$ cat src/rtl/cam_pkg.sv
// Shared encodings for the CAM entry manager: response status, request op and FSM states.
package cam_pkg;

  typedef enum logic [1:0] {
    CAM_OK        = 2'd0,
    CAM_EXISTS    = 2'd1,
    CAM_FULL      = 2'd2,
    CAM_NOT_FOUND = 2'd3
  } cam_status_t;

  typedef enum logic {
    CAM_OP_INSERT = 1'b0,
    CAM_OP_DELETE = 1'b1
  } cam_op_t;

  typedef enum logic [2:0] {
    ST_IDLE   = 3'd0,
    ST_LOOKUP = 3'd1,
    ST_DECIDE = 3'd2,
    ST_ISSUE  = 3'd3,
    ST_WAIT   = 3'd4,
    ST_RESP   = 3'd5
  } cam_state_t;

endpackage

$ cat src/rtl/priority_encoder.sv
// One-hot-free priority encoder: index of the highest-priority set bit, purely combinational.
// LSB_PRIORITY "HIGH" selects the lowest set index; anything else selects the highest.
module priority_encoder #(
  parameter int    WIDTH        = 32,
  parameter string LSB_PRIORITY = "LOW"
) (
  input  logic [WIDTH-1:0]         input_unencoded,
  output logic                     output_valid,
  output logic [$clog2(WIDTH)-1:0] output_encoded
);

  localparam int EW = $clog2(WIDTH);

  always_comb begin
    output_valid   = |input_unencoded;
    output_encoded = '0;
    if (LSB_PRIORITY == "HIGH") begin
      for (int i = WIDTH - 1; i >= 0; i--) begin
        if (input_unencoded[i]) output_encoded = EW'(i);
      end
    end else begin
      for (int i = 0; i < WIDTH; i++) begin
        if (input_unencoded[i]) output_encoded = EW'(i);
      end
    end
  end

endmodule

$ cat src/rtl/cam_entry_manager.sv
// Key-addressed insert/delete front end for a BRAM CAM; lowest-free allocation, occupancy tracking.
// Latency 3 cycles for refusals, 7/9 for delete/insert; one request in flight, req_ready gated by CAM busy.
module cam_entry_manager
  import cam_pkg::*;
#(
  parameter int DATA_WIDTH = 64,
  parameter int ADDR_WIDTH = 5
) (
  input  logic                  clk,
  input  logic                  rst,
  input  logic                  req_valid,
  output logic                  req_ready,
  input  logic                  req_op,
  input  logic [DATA_WIDTH-1:0] req_key,
  output logic                  resp_valid,
  output logic [1:0]            resp_status,
  output logic [ADDR_WIDTH-1:0] resp_addr,
  output logic [ADDR_WIDTH:0]   occupancy,
  output logic [ADDR_WIDTH-1:0] cam_write_addr,
  output logic [DATA_WIDTH-1:0] cam_write_data,
  output logic                  cam_write_delete,
  output logic                  cam_write_enable,
  input  logic                  cam_write_busy,
  output logic [DATA_WIDTH-1:0] cam_compare_data,
  input  logic                  cam_match,
  input  logic [ADDR_WIDTH-1:0] cam_match_addr
);

  localparam int ENTRIES = 1 << ADDR_WIDTH;
  localparam logic [ADDR_WIDTH:0] FULL_COUNT = {1'b1, {ADDR_WIDTH{1'b0}}};
  localparam logic [ADDR_WIDTH:0] OCC_ONE    = {{ADDR_WIDTH{1'b0}}, 1'b1};

  cam_state_t              state, state_nxt;
  cam_op_t                 op_q;
  logic [DATA_WIDTH-1:0]   key_q;
  logic [ADDR_WIDTH-1:0]   addr_q;
  cam_status_t             status_q;
  logic [ENTRIES-1:0]      valid_map;
  logic [ADDR_WIDTH:0]     occupancy_q;
  logic                    free_valid;
  logic [ADDR_WIDTH-1:0]   free_addr;
  logic                    cam_full;

  priority_encoder #(
    .WIDTH        (ENTRIES),
    .LSB_PRIORITY ("HIGH")
  ) u_free_enc (
    .input_unencoded (~valid_map),
    .output_valid    (free_valid),
    .output_encoded  (free_addr)
  );

  assign cam_full = (occupancy_q == FULL_COUNT) || !free_valid;

  always_ff @(posedge clk) begin
    if (rst) state <= ST_IDLE;
    else     state <= state_nxt;
  end

  always_comb begin
    state_nxt = state;
    case (state)
      ST_IDLE:   if (req_valid && req_ready) state_nxt = ST_LOOKUP;
      ST_LOOKUP: state_nxt = ST_DECIDE;
      ST_DECIDE: begin
        if (op_q == CAM_OP_INSERT) state_nxt = (cam_match || cam_full) ? ST_RESP : ST_ISSUE;
        else                       state_nxt = cam_match ? ST_ISSUE : ST_RESP;
      end
      ST_ISSUE:  if (!cam_write_busy) state_nxt = ST_WAIT;
      ST_WAIT:   if (!cam_write_busy) state_nxt = ST_RESP;
      ST_RESP:   state_nxt = ST_IDLE;
      default:   state_nxt = ST_IDLE;
    endcase
  end

  always_comb begin
    req_ready        = 1'b0;
    resp_valid       = 1'b0;
    cam_write_enable = 1'b0;
    case (state)
      ST_IDLE:  req_ready        = !cam_write_busy;
      ST_ISSUE: cam_write_enable = !cam_write_busy;
      ST_RESP:  resp_valid       = 1'b1;
      default:  ;
    endcase
  end

  // Bitmap and occupancy only move once the CAM has finished the write.
  always_ff @(posedge clk) begin
    if (rst) begin
      op_q        <= CAM_OP_INSERT;
      key_q       <= '0;
      addr_q      <= '0;
      status_q    <= CAM_OK;
      valid_map   <= '0;
      occupancy_q <= '0;
    end else begin
      case (state)
        ST_IDLE: begin
          if (req_valid && req_ready) begin
            op_q  <= cam_op_t'(req_op);
            key_q <= req_key;
          end
        end
        ST_DECIDE: begin
          if (op_q == CAM_OP_INSERT) begin
            if (cam_match) begin
              status_q <= CAM_EXISTS;
              addr_q   <= cam_match_addr;
            end else if (cam_full) begin
              status_q <= CAM_FULL;
              addr_q   <= '0;
            end else begin
              addr_q   <= free_addr;
            end
          end else if (cam_match) begin
            addr_q   <= cam_match_addr;
          end else begin
            status_q <= CAM_NOT_FOUND;
            addr_q   <= '0;
          end
        end
        ST_WAIT: begin
          if (!cam_write_busy) begin
            status_q <= CAM_OK;
            if (op_q == CAM_OP_INSERT) begin
              valid_map[addr_q] <= 1'b1;
              occupancy_q       <= occupancy_q + OCC_ONE;
            end else begin
              valid_map[addr_q] <= 1'b0;
              occupancy_q       <= occupancy_q - OCC_ONE;
            end
          end
        end
        default: ;
      endcase
    end
  end

  assign resp_status      = status_q;
  assign resp_addr        = addr_q;
  assign occupancy        = occupancy_q;
  assign cam_compare_data = key_q;
  assign cam_write_addr   = addr_q;
  assign cam_write_data   = key_q;
  assign cam_write_delete = (op_q == CAM_OP_DELETE);

endmodule

$ cat config.mk
export PLATFORM = sky130hd
export DESIGN_NAME = cam_entry_manager
export DESIGN_NICKNAME = d
export VERILOG_FILES = /design/src/rtl/cam_pkg.sv /design/src/rtl/priority_encoder.sv /design/src/rtl/cam_entry_manager.sv
export SDC_FILE = /design/constraint.sdc
export NUM_CORES = 1
export LEC_CHECK = 0
export CORE_ASPECT_RATIO = 1.2
export CORE_MARGIN = 2
export CORE_UTILIZATION = 43
export DETAILED_ROUTE_END_ITERATION = 7
export GPL_ROUTABILITY_DRIVEN = 0
export PLACE_DENSITY = 0.93
export SETUP_SLACK_MARGIN = 0.02
export SYNTH_ARGS = -nofsm -noshare
export SYNTH_HDL_FRONTEND = slang
export SYNTH_SLANG_ARGS = --single-unit
$ cat constraint.sdc
create_clock -name clk -period 2.5 [get_ports clk]
set_input_delay 0.75 -clock clk [delete_from_list [all_inputs] [get_ports clk]]
set_output_delay 0.75 -clock clk [all_outputs]
set_load 0.03 [all_outputs]
Word-level counts from Yosys, hierarchy flattened
Cells that the tools add are included.

Logic and storage cells: 96. Output and inout bits: 150. Input bits: 75. Flip-flop bits (word level): 113.

Multiplexer cells: 56. Equality and inequality tests: 11. $lt $le $gt $ge: 2. Bitwise logic cells: 5. Add/subtract/negate cells: 2. Reduce and logical (&&, ||, !) cells: 13.

Operator list (number): 2-to-1 mux 5 bit (36); inverter 32 bit (2); AND 32 bit (1); 2-to-1 mux 32 bit (1); bitwise OR 32 bit (1); OR reduction 32 bit (1); 2-to-1 mux 3 bit (6); one-hot mux 3 bit (5 select lines) (1); 2-to-1 mux 2 bit (5); adder 6 x 1 -> 6 bit (second input constant) (1); == test 3 x 2 -> 1 bit (second input constant) (2); == test 3 bit (second input constant) (2); == test 6 bit (second input constant) (1); < comparator 5 x 6 -> 1 bit (second input constant) (1); 2-to-1 mux 6 bit (1); inequality test 2 bit (second input constant) (3); subtractor 6 x 1 -> 6 bit (second input constant) (1); demux 1 bit (select 5 bit) (1); >= comparator 5 x 1 -> 1 bit (second input constant) (1); 2-to-1 mux 1 bit (4); inequality test 4 bit (second input constant) (1); one-hot mux 2 bit (2 select lines) (1); AND reduction 2 bit (2); AND reduction 4 bit (1); 9 further kinds (12).

Depth between registers and ports, before layout
Depth in word-level cells: 36. Gate-level depth with buffers: 8. Gate-level depth less buffers: 7.

Hierarchy
Synthesis repeated with hierarchy kept, for this count alone.

Cells, all modules: 725. Area total of the unflattened synthesis: 5763.0 um2.

Modules (own cells, without submodules): cam_entry_manager (times used 1, sequential area each 2262.2 um2, area each 5377.7 um2, cells each 660); priority_encoder (times used 1, sequential area each 0.0 um2, area each 385.4 um2, cells each 65).

Least setup slack after synthesis
OpenSTA, ideal clock, no wires.

Kind: input to register. From: in cam_write_busy. To: reg key_q[35], in the netlist cam_compare_data[35]. Cell stages on the path: 6. Library setup time: 0.070 ns. Data required time: 2.430 ns. Data arrival time: 2.647 ns. Buffers on the path: 2. Path slack: -0.217 ns. Path through: nor4_1 -> and2_1 -> buf_2 -> buf_1 -> nand2_1 -> a21oi_1.

Cells in the longest elaborated chain, start to end: 4.

Ends and longest elaborated chain: from (decl) (line cam_entry_manager.sv:23) `input logic cam_write_busy,`; zero test 1 bit; 2-to-1 mux 1 bit (line cam_entry_manager.sv:80) `case (state)`; logical AND 1 bit (line cam_entry_manager.sv:100) `if (req_valid && req_ready) begin`; AND reduction 2 bit (no line); to (signal assigned) (line cam_entry_manager.sv:102) `key_q <= req_key;`; to (decl) (line cam_entry_manager.sv:35) `logic [DATA_WIDTH-1:0] key_q;`.

Every way passes these cells. A chain may end at the register's enable or synchronous reset.

Worst setup path in the final report
From: in cam_write_busy. To: out req_ready.

Cells in the longest elaborated chain, start to end: 2.

Ends and longest elaborated chain: zero test 1 bit; 2-to-1 mux 1 bit (line cam_entry_manager.sv:80); to (decl) (line cam_entry_manager.sv:12) `output logic req_ready,`.

Every way passes these cells.

==> results.tsv <==
stage	metric	value	unit
status	status	completed	
yosys	synth_adder_area_share	0.0131	
sta	slew_headroom	0.594	
layout	nets	925	
yosys	synth_edf_count	0	
job	drv_cap	0	
placed_design	io_buffers	224	
route	viasPerCell	5.46	
global_routing	grt_pass1_wl	26000	microns
clock_tree	cts_sinks	113	
yosys	synth_async_sr_flop_share	0	
power_and_ir_drop	p_sw_frac	0.250	
placed_design	place_ws	-282	ps
yosys	synth-seq-cells	113	
global_routing	grt_pass1_vias	5043	
clock_tree	clk_pin_slew	50	ps
sta	finalMaxSlewViolations	0	
sta	hold_violations	0	
placed_design	hpwl	12500	microns
yosys	synth-simple-area-share	0.221	
yosys	syn_area_per_cell	7.82	sq um
yosys	yosysTopAreaCellShare	0.422	
yosys	synth_area_leader_cell	dfxtp_1	
clock_tree	insertion_delay	410	ps
global_routing	grt_use_total	0.248	
global_routing	grt_max_degree	61	
yosys	synthFlopType	dfxtp_1	
layout	utilization	0.662	
critical_path	startpoint_type	input port	
critical_path	worstPathRequired	1750	ps
critical_path	cp_max_fo	3	
sta	clock_skew	7.17	ps
route	vias	5572	
yosys	synthMuxAreaShare	0	
sta	max_freq	417	MHz
yosys	ys_seq_area_frac	0.422	
die	die-width	106	microns
critical_path	critPathKind	input port to primary output	
critical_path	worstSetupEndpointType	primary output	
min_path	hold_path.class	flop to flop	
clock_tree	clockBufferDepth	2	
power_and_ir_drop	pwr-share-seq	0.357	
power_and_ir_drop	clockPowerShare	0.482	
route	firstDrtPassIters	6	
sta	tightest_slew	603	ps
yosys	synth_top_family_by_area	simple AND/OR/NAND/NOR gates	
power_and_ir_drop	p_leak	0.00278	uW
yosys	yosysUniqueCellTypes	48	
critical_path	slowest_stage	dlygate4sd2_1	
power_and_ir_drop	powerDensity	670	nW/um^2
power_and_ir_drop	p_sw	1350	uW
layout	final_cells	1021	
yosys	synth_nets	766	
critical_path	max_stage_delay	280	ps
die	rows	44	
yosys	synth_area_leaders	dfxtp_1, nand2_1, a21oi_1	
yosys	yosysWarningCount	0	
critical_path	arrival	1650	ps
sta	period_needed	2400	ps
critical_path	cp_common_cell	buf_4	
layout	syn_to_final_growth	50.0	%
placed_design	dp_cells	987	
sta	finalSetupTns	0	ps
critical_path	path_cells	dlygate4sd2_1 > buf_4 > nor4_2 > buf_4 > buf_12	
clock_tree	post_cts.repair.setup_buffers	0	
route	drt_iter0_markers	514	
route	drc	0	
power_and_ir_drop	power_frac_comb	0.160	
power_and_ir_drop	vdd_drop_max	0.000414	V
layout	drive_gt1_frac	0.0874	
route	routed_wl	16900	microns
global_routing	antenna_found_initial	2	
sta	setup_viol	0	
yosys	synth.cell_area	5370	sq um
sta	fin_ws	101	ps
route	antenna_left	0	
sta	fin_crit_sh	0.960	
sta	rsz0062_at_grt	false	
die	die_height	126	microns
die	die_area	13400	sq um
global_routing	grt-ovfl-total	0	
yosys	synth_compound_area_frac	0.203	
yosys	synth_xor_xnor_area_share	0.00326	
route	wl_per_cell	16.6	microns
power_and_ir_drop	p_int	4050	uW
critical_path	reg2reg_slack	390	ps
die	start_util	0.441	
clock_tree	cts_buffers	17	
clock_tree	clock-root-buffer	clkbuf_16	
die	core_region_area	12200	sq um
clock_tree	cts_max_level	4	
die	ios	225	
power_and_ir_drop	power.total	5400	uW
clock_tree	cts_tree	yes	
yosys	synthCells	686	
placed cells by master (no fill, tap or decap), drive strengths merged, types with 2 or more instances in the layout:
cell type / synthesis / routed
clkdlybuf4s50: 0 / 216
nand2: 154 / 154
dfxtp: 113 / 113
a21oi: 106 / 106
buf: 79 / 31
o21ai: 25 / 25
nor2: 24 / 24
clkbuf: 32 / 23
or3: 16 / 16
nand3: 14 / 14
a211oi: 14 / 14
inv: 13 / 13
nand4: 12 / 12
a311oi: 12 / 12
a31oi: 7 / 7
and3: 6 / 6
nand3b: 5 / 5
nor2b: 5 / 5
o2111ai: 5 / 5
nor4: 5 / 5
ha: 4 / 4
bufinv: 0 / 4
dlygate4sd2: 0 / 4
clkinv: 0 / 4
nor3b: 4 / 4
a211o: 3 / 3
or3b: 3 / 3
nor3: 3 / 3
diode: 0 / 2
o21a: 2 / 2
xnor2: 2 / 2
a31o: 2 / 2
o41ai: 2 / 2
o211ai: 2 / 2
timing repair:
action / 4_1_cts / 5_1_grt
setup endpoints to repair: 5 / 1
resized for setup: 4 / 2
endpoints found under the hold margin: 0 / 0
hold buffers: 0 / 0
routing by layer:
metal | track usage | up-vias | wire, microns
li1 | - | 2651 | -
met1 | 0.277 | 2556 | 6140
met2 | 0.436 | 317 | 8610
met3 | 0.0658 | 48 | 1520
met4 | 0.118 | 0 | 657
met5 | 0 | - | 0
cell families (layout without fill, tap and decap cells):
kind of cell	after synthesis	after routing
adders and majority gates	5	5
xor gates and xnor gates	2	2
and+or+nand+nor	257	257
DFF	113	113
other	0	2
AOI/OAI and AO/OA	185	185
buffers and inverters	124	296
metrics by stage:
stage               area, sq um  hold WS, ps
global route               8050          491
finish                     8050          467
CTS                        8040          466
floorplan                  5370          476
global placement           7390          454
detailed placement         7390          459
power by group through the flow:
| stage | sequential [uW] | clock (uW) | combinational [uW] |
|---|---|---|---|
| 6_report | 1930 | 2600 | 866 |
| 4_1_cts | 1930 | 2640 | 867 |
| 2_1_floorplan | 2070 | 0 | 391 |
| 3_5_place_dp | 1960 | 0 | 866 |
| 5_1_grt | 1930 | 2720 | 915 |
| 3_3_place_gp | 1960 | 0 | 855 |
critical path: cells and delay by family:
family	cells	cell delay, ps
and+or+nand+nor	1	170
buffers and inverters	4	730
path summary, 6_finish.rpt:
kind | start | to | depth (start not counted)
max | cam_write_busy | req_ready | 5
min | cam_compare_data[7] | cam_compare_data[7] | 2
max reg2reg | flop | resp_status[1] | 5
min reg2reg | cam_compare_data[7] | cam_compare_data[7] | 2
cell type report:
| type | count | area, sq um |
|---|---|---|
| clock buffer | 23 | 498 |
| fill | 932 | 4120 |
| timing repair buffer | 251 | 2500 |
| multi-input combinational | 449 | 2380 |
| antenna | 2 | 5.00 |
| tap | 161 | 201 |
| clock inverter | 9 | 151 |
| inverter | 13 | 48.8 |
| sequential | 113 | 2260 |
cell usage after synthesis, drive strengths merged, types with 4 or more instances:
cell	n
nand2	154
dfxtp	113
a21oi	106
buf	79
clkbuf	32
o21ai	25
nor2	24
or3	16
a211oi	14
nand3	14
inv	13
a311oi	12
nand4	12
a31oi	7
and3	6
nand3b	5
nor2b	5
nor4	5
o2111ai	5
ha	4
nor3b	4
Note: power is estimated with default switching activity, not from simulation.
==> patch 1 (same settings) <==
`ADDR_WIDTH`: 5 -> 6.
--- a/src/rtl/cam_entry_manager.sv
+++ b/src/rtl/cam_entry_manager.sv
@@ -4,7 +4,7 @@
   import cam_pkg::*;
 #(
   parameter int DATA_WIDTH = 64,
-  parameter int ADDR_WIDTH = 5
+  parameter int ADDR_WIDTH = 6
 ) (
   input  logic                  clk,
   input  logic                  rst,
Ports: changed (resized cam_match_addr, cam_write_addr, occupancy and resp_addr); port bits go from 225 to 229. No check against the original RTL was run, so the function may have changed too.
==> patch 1 against the original RTL <==
  * Via count up 35%
  * Synthesized area grew 35%
  * Register-to-register slack got worse by 0.20 ns
  * Sequential cell count rose by 34
  * Final cell count increased by 26%
  * Design area increased by 25%
  * Global-route usage grew 1.6 points
  * Power rose by 11%
  * Wire length increased by 42%
  * Worst setup slack worse by 0.0084 ns
  * Fmax decreased by 0.35%
==> patch 1: results (changes against the original RTL) <==
Status
  – Status: finished clean

Pwr
  – Internal power: 4.26 mW (+5.1%)
  – Peak supply drop: 562 µV (+36%)
  – Total power draw: 5.98 mW (+11%)
  – Lkg Pwr: 3.36 nW (+21%)
  – Reg power frac: 0.414 (+0.057)
  – Gate power share: 0.167 (+0.007)
  – PD cells: 593 mW/mm² (-11%)

Place
  – Placed insts: 1,256 (+27%)
  – Post-DP Area: 0.00948 mm² (+28%)
  – Hpwl dp: 17.0 mm (+36%)
  – Pre-CTS setup slack: -0.149 ns (+0.133 ns)
  – Buffers added on ports: 228 (+1.8%)

Worst hold path
  – Worst Hold Endpoint: resp_status[0]
  – Hold_sp: resp_status[0]

Drt
  – Wirelength per Cell: 18.6 µm (+12%)
  – Top layer in use: met5
  – WL final: 24.0 mm (+42%)
  – Met1 WL: 9.15 mm (+49%)
  – Initial DRC count: 1,029 (+100%)
  – DR WL met2: 11.1 mm (+29%)
  – Met3 wire length: 2.38 mm (+57%)
  – Via Count: 7,548 (+35%)

Clock tree
  – Clk buf depth: 2 (unchanged)
  – Post-CTS Setup Repair Bufs: 0 (unchanged)
  – H-tree depth: 4 (unchanged)

Global route
  – Initial antenna violation count: 3 (+1)
  – Met1 Use GR: 0.315 (+0.0387)
  – Largest net degree at the start of global routing: 78 (+28%)
  – First-pass GRT wire length: 37.0 mm (+43%)
  – Met3 Use GR: 0.0734 (+0.00766)
  – Total GRT Usage: 0.264 (+0.0165)
  – Vias in the first global route: 6,938 (+38%)
  – Global Route met2 Usage: 0.421 (-0.0155)

Timing
  – WHS: 0.472 ns (+0.00527 ns)
  – Final Skew: 0.00799 ns (+0.000821 ns)
  – Slew margin rel.: 0.575 (-0.0188)

Synth
  – Post-synthesis sequential area ratio: 0.406 (-0.0155)
  – Post-synthesis adder-cell area fraction: 0.0114 (-0.00166)
  – Mux cell area share after synthesis: 0.00708 (+0.00708)
  – Post-synthesis compound-gate area fraction: 0.230 (+0.0274)
  – Mean Syn Cell Area: 8.04 µm² (+2.8%)
  – Synth top area cells: dfxtp_1 (41%), a21oi_1 (9.9%), nand2_1 (9.2%), buf_4 (7.6%), a311oi_1 (6.4%)
  – Asr flop ratio synth: 0 (unchanged)
  – Netlist cell types: 61 (+27%)
  – XOR/XNOR Fraction of Synth Area: 0.00483 (+0.00157)
  – Syn_nets: 983 (+28%)
  – Commonest cells in the netlist: nand2_1 (178), dfxtp_1 (147), a21oi_1 (143)

Worst setup path
  – Critical path peak fanout: 3 (unchanged)
  – Max incr delay on CP: 0.29 ns
  – FF-to-FF End: occupancy[6]
  – R2r setup slk: 0.19 ns (-0.20 ns)
  – R2R depth: 9 (+4)

Cells and area
  – Fillers: 1,299 (+39%)
  – Share of cells above drive strength 1: 0.107 (+0.0199)
  – NumNets Final: 1,141 (+23%)
## patch 1: kinds of logic (layout without fill, tap and decap cells)
kind of cell,count (synthesis),count (layout)
simple gates,312,312
xor+xnor,4,4
mux,5,5
buf+inv,160,331
flops,147,147
compound gates,267,267
fa+ha+maj,6,6
other cells,0,2
## patch 1: critical path: cells and delay by family
family                 cells  cell delay, ns
and+or+nand+nor            1            0.14
buffers and inverters      4            0.76
## patch 1: worst max-delay path by stage
stage | end | slack, ns | cells after the start
after CTS | cam_write_addr[5] | 0.03 | 1
after global placement | cam_write_enable | -0.15 | 5
final | req_ready | 0.09 | 5
after global routing | occupancy[6] | 0.02 | 9
after floorplan | occupancy[6] | -0.08 | 10
after detailed placement | cam_write_enable | -0.15 | 5
## patch 1: final cells by class
class,instances,area share
Clock inverter,14,0.0142
Inverter,23,0.00857
Multi-Input combinational cell,594,0.339
Antenna cell,2,0.000497
Tap cell,216,0.0268
Sequential cell,147,0.293
Clock buffer,18,0.0436
Timing Repair Buffer,276,0.275
==> patch 2 (config.mk and constraints unchanged) <==
Made on the original files. Make the reset (`rst`) asynchronous in 2 clocked blocks.
--- a/src/rtl/cam_entry_manager.sv
+++ b/src/rtl/cam_entry_manager.sv
@@ -52,7 +52,7 @@
 
   assign cam_full = (occupancy_q == FULL_COUNT) || !free_valid;
 
-  always_ff @(posedge clk) begin
+  always_ff @(posedge clk or posedge rst) begin
     if (rst) state <= ST_IDLE;
     else     state <= state_nxt;
   end
@@ -86,7 +86,7 @@
   end
 
   // Bitmap and occupancy only move once the CAM has finished the write.
-  always_ff @(posedge clk) begin
+  always_ff @(posedge clk or posedge rst) begin
     if (rst) begin
       op_q        <= CAM_OP_INSERT;
       key_q       <= '0;
Formal check against the unedited RTL: differs if rst is asserted again (counterexample within 4 cycles, from zero or initial values and one cycle with rst high); with rst held inactive, the same outputs for 4 cycles.
==> patch 2 against the original RTL <==
  * Sequential cell count stayed put
  * Synthesized area grew 5.0%
  * Worst setup slack got worse by 0.042 ns
  * Design area increased by 2.4%
  * Wire length down 1.8%
  * Worst hold slack better by 0.039 ns
  * Global-route usage shrank 0.98 points
  * Highest routed layer is now met5
Power is not compared: it rests on default switching activity, and its combinational part moved more than twofold at a synthesized area within 25%.
==> patch 2: results (changes against the original RTL) <==
Floorplan
  – Cell row count: 45 (+2.3%)

Global route
  – First-pass GRT wire length: 25.0 mm (-3.6%)
  – Global Route met2 Usage: 0.432 (-0.00370)

Cells and area
  – Share of cells above drive strength 1: 0.176 (+0.0885)
  – Count of non-CTS buffers in the layout: 240 (-4.4%)
  – NumNets Final: 751 (-19%)
  – # clk buffers: 22 (-4.3%)
  – Area of the multi-input gates: 0.00214 mm² (-9.8%)
  – Proportion of cell area spent on the clock network: 0.0726 (-0.00810)
  – Fin area: 0.00824 mm² (+2.4%)
  – Buffer share of cell area: 0.290 (-0.0215)
  – Top class by area: registers

Drt
  – Top layer in use: met5
  – Met3 wire length: 1.36 mm (-10%)
  – Vias per cell: 5.49 (+0.59%)
  – Initial DRC count: 401 (-22%)
  – Met1 WL: 5.58 mm (-9.1%)

Synth
  – Post-synthesis sequential area ratio: 0.502 (+0.0801)
  – Synth top area cells: dfrtp_1 (50%), mux2_2 (11%), buf_4 (9.2%), o31ai_1 (3.3%), o21ai_0 (3.3%)
  – Asr flop ratio synth: 1.00 (+1.00)
  – Netlist cell types: 50 (+4.2%)
  – Syn_nets: 582 (-24%)
  – Post-synthesis adder-cell area fraction: 0.0124 (-0.000626)
  – Commonest cells in the netlist: dfrtp_1 (113), buf_4 (69), mux2_2 (55)
  – Top FF cell, synth: dfrtp_1

Timing
  – Slew margin rel.: 0.607 (+0.0125)

Place
  – Post-DP Area: 0.00762 mm² (+3.1%)
  – Hpwl dp: 12.5 mm (about the same)

Worst setup path
  – Slowest cell on crit path: clkdlybuf4s50_1
  – Critical path peak fanout: 7 (+4)

Status
  – Status: finished clean
-- patch 2: report_power, final --
part	total [mW]	switching [mW]	internal, mW
sequential	3.41	0.811	2.60
clock	2.38	0.794	1.58
combinational	7.08	4.08	3.00
-- patch 2: what timing repair did --
action                                  CTS  global route
pin swaps                                 0             0
endpoints found under the setup margin    6             5
resized for setup                         6             5
endpoints found under the hold margin     0             0
setup buffers                             0             0
-- patch 2: final timing paths --
| kind | from | to | slack, ns | depth (start not counted) |
|---|---|---|---|---|
| worst max-delay path | cam_write_addr[2] | resp_addr[2] | 0.06 | 1 |
| worst min-delay path | occupancy[5] | occupancy[5] | 0.51 | 1 |
| worst max register to register | cam_write_delete | occupancy[4] | 0.44 | 8 |
| worst min register to register | occupancy[5] | occupancy[5] | 0.51 | 1 |
| max in group asynchronous | rst | cam_compare_data[45] | 1.18 | 3 |
| min in group asynchronous | rst | cam_compare_data[60] | 0.89 | 3 |
